==> src/rtl/seven_seg_scanner.sv <==
// Eight-digit multiplexed seven-segment scanner with shadow/active digit buffers.
// Define LEADING_ZERO_BLANK_EN to also darken leading zero digits (7 downward).
module seven_seg_scanner #(
    parameter int REFRESH_DIV = 100000
) (
    input  logic       clk,
    input  logic       reset_clk,
    input  logic       wr_en,
    input  logic [2:0] wr_addr,
    input  logic [3:0] wr_data,
    input  logic       wr_blank,
    input  logic       commit,
    output logic       commit_pending,
    output logic       frame_done,
    output logic [7:0] AN,
    output logic [6:0] C
);
    localparam int CW = $clog2(REFRESH_DIV);
    localparam logic [CW-1:0] LAST = CW'(REFRESH_DIV - 1);

    logic [CW-1:0] refresh_cnt;
    logic [2:0]    index;
    logic [4:0]    shadow [8];
    logic [4:0]    active [8];
    logic          pending;
    logic          tc;
    logic          wrap;
    logic          copy;
    logic [7:0]    suppress;
    logic [4:0]    slot;
    logic          dark;

    assign tc             = (refresh_cnt == LAST);
    assign wrap           = tc && (index == 3'd7);
    assign copy           = wrap && pending;
    assign commit_pending = pending;

    always_ff @(posedge clk or negedge reset_clk) begin
        if (!reset_clk) begin
            refresh_cnt <= '0;
            index       <= '0;
        end else if (tc) begin
            refresh_cnt <= '0;
            index       <= index + 3'd1;
        end else begin
            refresh_cnt <= refresh_cnt + CW'(1);
        end
    end

    // The copy reads shadow before this edge's write lands, so a coincident write stays in shadow.
    always_ff @(posedge clk or negedge reset_clk) begin
        if (!reset_clk) begin
            for (int i = 0; i < 8; i++) begin
                shadow[i] <= 5'h10;
                active[i] <= 5'h10;
            end
        end else begin
            if (copy) begin
                for (int i = 0; i < 8; i++) begin
                    active[i] <= shadow[i];
                end
            end
            if (wr_en) begin
                shadow[wr_addr] <= {wr_blank, wr_data};
            end
        end
    end

    // A commit on the copy edge wins, so it carries into the next frame.
    always_ff @(posedge clk or negedge reset_clk) begin
        if (!reset_clk) begin
            pending    <= 1'b0;
            frame_done <= 1'b0;
        end else begin
            if (commit) begin
                pending <= 1'b1;
            end else if (copy) begin
                pending <= 1'b0;
            end
            frame_done <= wrap;
        end
    end

`ifdef LEADING_ZERO_BLANK_EN
    logic run;

    always_comb begin
        suppress = 8'h00;
        run      = 1'b1;
        for (int i = 7; i >= 1; i--) begin
            if (run && !active[i][4] && (active[i][3:0] == 4'h0)) begin
                suppress[i] = 1'b1;
            end else begin
                run = 1'b0;
            end
        end
    end
`else
    assign suppress = 8'h00;
`endif

    function automatic logic [6:0] glyph(input logic [3:0] v);
        logic [6:0] g;
        g = 7'h7F;
        case (v)
            4'h0: g = 7'h40;
            4'h1: g = 7'h79;
            4'h2: g = 7'h24;
            4'h3: g = 7'h30;
            4'h4: g = 7'h19;
            4'h5: g = 7'h12;
            4'h6: g = 7'h02;
            4'h7: g = 7'h58;
            4'h8: g = 7'h00;
            4'h9: g = 7'h10;
            4'hA: g = 7'h08;
            4'hB: g = 7'h03;
            4'hC: g = 7'h46;
            4'hD: g = 7'h21;
            4'hE: g = 7'h06;
            4'hF: g = 7'h0E;
            default: g = 7'h7F;
        endcase
        return g;
    endfunction

    always_comb begin
        slot = active[index];
        dark = slot[4] | suppress[index];
    end

    always_ff @(posedge clk or negedge reset_clk) begin
        if (!reset_clk) begin
            AN <= 8'hFF;
            C  <= 7'h7F;
        end else begin
            AN <= dark ? 8'hFF : ~(8'h01 << index);
            C  <= dark ? 7'h7F : glyph(slot[3:0]);
        end
    end
endmodule

==> config.mk <==
export PLATFORM = sky130hd
export DESIGN_NAME = seven_seg_scanner
export DESIGN_NICKNAME = d
export VERILOG_FILES = /design/src/rtl/seven_seg_scanner.sv
export SDC_FILE = /design/constraint.sdc
export NUM_CORES = 1
export LEC_CHECK = 0
export ABC_CLOCK_PERIOD_IN_PS = 4200
export BUFFER_PORTS_ARGS = -buffer_cell sky130_fd_sc_hd__buf_2
export CAP_MARGIN = 10
export CORE_MARGIN = 5
export CORE_UTILIZATION = 65
export DETAILED_ROUTE_END_ITERATION = 6
export PLACE_DENSITY = 0.91
export SYNTH_ARGS = -nofsm -noshare
export SYNTH_HDL_FRONTEND = slang
export SYNTH_SLANG_ARGS = --single-unit
==> constraint.sdc <==
create_clock -name clk -period 4.2 [get_ports clk]
set_input_delay 1.26 -clock clk [delete_from_list [all_inputs] [get_ports clk]]
set_output_delay 1.26 -clock clk [all_outputs]
set_load 0.1 [all_outputs]
==> results.md <==
Placed design:
- At the end of routability-driven placement, the weighted congestion stood at 0.881.
- The placed wire-length estimate is 6870 um.
- The number of port buffers is 28.

Worst setup path:
- The sort of element at the start of the critical path is a flip-flop.
- The critical path goes through mux4_2, mux2i_1, o21ai_0, a21oi_1, o31ai_1.
- STA puts the critical path data required time at 4640 ps.
- The number of buffer and inverter stages on the critical path is 0.
- In this design, the stage delay of the slowest critical-path cell is approximately 850 ps.
- The critical register-to-register path endpoint is C[0].
- The capture point of the worst path is C[0].
- The worst flop-to-flop path startpoint is index[0].
- Data arrives at the worst endpoint at 3500 ps.
- The count of cells along the worst register-to-register path is 5.
- The worst setup path is captured at a flip-flop.
- Of all nets on the critical path, the largest fanout is 12.
- The critical path depth is 5.
- The slowest cell on the critical path is sky130_fd_sc_hd__mux2i_1.
- The critical path class is reg -> reg.
- In this run the worst setup path begins at index[0].
- Grouping stages by cell kind, the critical path spends the most delay in multiplexers.
- Across all register-to-register paths, the minimum setup slack is 1140 ps.

Layout:
- The number of fillers in the final layout is approximately 470.
- The signed area change from the synthesized netlist to the final layout is 14.9%.
- The total inserted antenna cells is 0.
- The area of the multi-input gates is ~2200 um^2.
- The register area is around 3000 um^2.
- In the final layout, the share of cells above drive strength 1 is 0.454.
- Leaving out fill and tap cells, the most frequent cells in the layout are sky130_fd_sc_hd__dfrtp_1, sky130_fd_sc_hd__mux2_2, sky130_fd_sc_hd__mux2_4, sky130_fd_sc_hd__dfstp_2, sky130_fd_sc_hd__buf_2.
- In the final design database the tool counted between 400 and 500 nets.
- Leaving out fill and tap cells, the most frequent cell in the layout is sky130_fd_sc_hd__dfrtp_1.

Timing:
- Setup repair after global routing left no endpoint under its margin.
- The maximum clock rate is between 0.3 and 0.4 GHz.
- Across all hold checks on the routed design, the worst slack comes to 497 ps.
- At the pin with the least slew margin, the transition time is 1070 ps.
- The final max-slew violation count is 0.
- The final critical path time including I/O delays and setup is 3060 ps.
- Setup violations remaining at the end of the flow were counted as 0.
- Dividing the final minimum period by the clock period gives 0.730.
- The count of endpoints failing hold in the final timing report was 0.
- After routing, the total negative slack on setup checks comes to 0 ps.
- Across the routed clock network, the largest skew measured is 10.1 ps.
- The headroom to the max-slew limit is 0.266.

Drt:
- Summing over every cut layer, the via total after detailed routing is 3152.
- The post-route DRC violation count is 1.
- The final routed wire length divided by cell count is around 20 um.
- In this run, the number of DRC markers left after iteration 0 of detailed routing was 176.
- The total iterations of the first detailed-routing run is 7.
- The number of routed nets with antenna violations is 0.
- The final layout contains routed wiring with a total length of 10700 um.
- The detail-routed via count per cell is between 5 and 6.

Die:
- The die covers 10100 um^2.
- The floorplan has 33 rows.
- The horizontal die dimension is around 100 um.
- The overall die height is 101 um.
- The initial utilization of the core area, before any placement, comes to 0.659.
- The standard cell core area is 8090 um^2.
- Pin placement for this block handled 29 I/O pins.

Yosys:
- The share of Yosys cell area claimed by the top area cell type is 0.403.
- Ranked by total cell area, the synthesized netlist is headed by sky130_fd_sc_hd__dfrtp_1, sky130_fd_sc_hd__dfstp_2, sky130_fd_sc_hd__mux2_4.
- The post-synthesis cell type with the largest combined area is sky130_fd_sc_hd__dfrtp_1.
- The net count after synthesis is 393.
- The average cell area after synthesis is 14.5 um^2.
- The sequential area share after synthesis is 0.556.
- The yosys synthesis warning count is 0.
- Synthesis handed over a netlist of 368 instances.
- The number of synthesized flops with an enable pin is 0.
- The share of synthesized flip-flops with an asynchronous set or reset is 1.00.
- The cell area that synthesis handed to floorplanning was 5340 um^2.
- The most used flip-flop cell after synthesis is sky130_fd_sc_hd__dfrtp_1.
- After synthesis the netlist holds a flip-flop and latch count of 117.
- The distinct cell type count of the synthesized netlist is 44.

Pwr:
- Dividing total power by cell area gives a power density of 468 nW/um^2.
- The highest ir drop seen on vdd is 506 uV.
- Of the total power, combinational logic draws 0.048.
- The switching share of total power is 0.243.
- The share of total power dissipated in sequential elements is 0.446.
- The standby leakage power is roughly 2.8 nW.
- The total power draw is 2.87 mW.
- For this design the total switching power over the nets is roughly 700 uW.
- The cell internal power dissipation is 2.17 mW.
- The clock group share of total power is 0.507.

Global routing:
- The via count of the first global-routing pass is roughly 3400.
- Entering global routing, the biggest net connects 76 pins.
- The initial antenna violation count came to 0.
- For this run, the total global-route usage over all layers was measured as 0.235.
- The leftover overflow at the end of global routing is 0.
- The global-route wire length before repair is 17800 um.

Hold path:
- The worst min-delay path class is reg -> reg.

CTS:
- TritonCTS built the clock tree.
- The buffer type at the clock tree root is sky130_fd_sc_hd__clkbuf_8.
- The number of levels the H-tree was split into is 4.
- Clock-pin slew was measured on the worst setup and hold paths at 60 ps.
- Once the clock tree was built, the setup fixing pass inserted 0 buffers.
- The post-cts sizing count is 0.
- The TritonCTS buffer count is 17.
- In this run the deepest clock path goes through 2 buffers.
- In this run, post-CTS hold repair placed 0 buffers.
- The total number of clock tree sinks is around 120.
- Clock latency on the worst-skew pair, taken at its later pin, is 530 ps.

Outcome:
- The run finished, with violations left.
- The checks that failed: design-rule violations.

Job:
- The max-capacitance violation count is 0.
-- layout make-up --
type / count / share of cell area
clock inverters: 15 / 0.0296
well taps: 105 / 0.0214
repair buffers: 34 / 0.0306
flip-flops and latches: 117 / 0.484
multi-input cells: 229 / 0.360
clock buffers: 17 / 0.0676
inverters: 11 / 0.00674
-- cells in the mapped netlist, drive strengths merged (2+ instances only) --
| library cell | count |
|---|---|
| a21oi | 4 |
| buf | 9 |
| dfrtp | 86 |
| nor3 | 7 |
| clkbuf | 2 |
| nor3b | 4 |
| and3 | 4 |
| dfstp | 31 |
| xor2 | 6 |
| inv | 10 |
| nand4 | 2 |
| nand2 | 25 |
| mux2 | 83 |
| nand4b | 4 |
| xnor2 | 10 |
| nor2b | 2 |
| nor2 | 16 |
| nand2b | 2 |
| ha | 13 |
| mux2i | 11 |
| o21ai | 4 |
| or3 | 2 |
| o221ai | 3 |
| nand3 | 7 |
| mux4 | 7 |
| nor4 | 2 |
-- registers in the layout, indices dropped and copies added (netlist names) --
name,cells
shadow,40
index,3
refresh_cnt,17
AN,8
active,40
C,7
frame_done,1
commit_pending,1
-- metrics by stage --
step / utilization / cell area, um^2 / cells / setup slack, ps
after floorplan: - / 5340 / 368 / 1740
after global placement: 0.684 / 5530 / 496 / 1270
after detailed placement: 0.684 / 5530 / 496 / 1200
after CTS: 0.757 / 6130 / 528 / 1150
after global routing: 0.757 / 6130 / 528 / 940
final: 0.757 / 6130 / 528 / 1140
-- routing by layer --
| metal | vias to the layer above | share of wire | track usage |
|---|---|---|---|
| li1 | 1400 | - | - |
| met1 | 1600 | 0.42 | 0.297 |
| met4 | 0 | 0.037 | 0.132 |
| met3 | 35 | 0.052 | 0.0505 |
| met5 | - | 0 | 0 |
| met2 | 117 | 0.49 | 0.378 |
-- power by group through the flow --
| stage | registers (mW) | logic [mW] | clock network (mW) |
|---|---|---|---|
| floorplan | 1.27 | 0.0851 | 0 |
| global placement | 1.28 | 0.126 | 0 |
| detailed placement | 1.29 | 0.136 | 0 |
| CTS | 1.28 | 0.140 | 1.46 |
| global route | 1.29 | 0.153 | 1.51 |
| finish | 1.28 | 0.137 | 1.45 |
-- kinds of logic after synthesis --
logic type	count (synthesis)	share of synthesized area
fa+ha+maj	13	0.0305
mux	101	0.254
compound gates	18	0.0228
flops	117	0.556
xor+xnor	16	0.0263
simple gates	81	0.0804
buf+inv	22	0.0305
-- worst min path at each step --
stage / start / endpoint / slack [ps] / cells after the start
final: refresh_cnt[0] / refresh_cnt[0] / 500 / 1
after global routing: refresh_cnt[0] / refresh_cnt[0] / 500 / 1
after CTS: refresh_cnt[0] / refresh_cnt[0] / 500 / 1
after detailed placement: refresh_cnt[8] / refresh_cnt[8] / 480 / 1
after global placement: refresh_cnt[0] / refresh_cnt[0] / 470 / 1
after floorplan: refresh_cnt[8] / refresh_cnt[8] / 450 / 1
(Power assumes the default switching activity.)
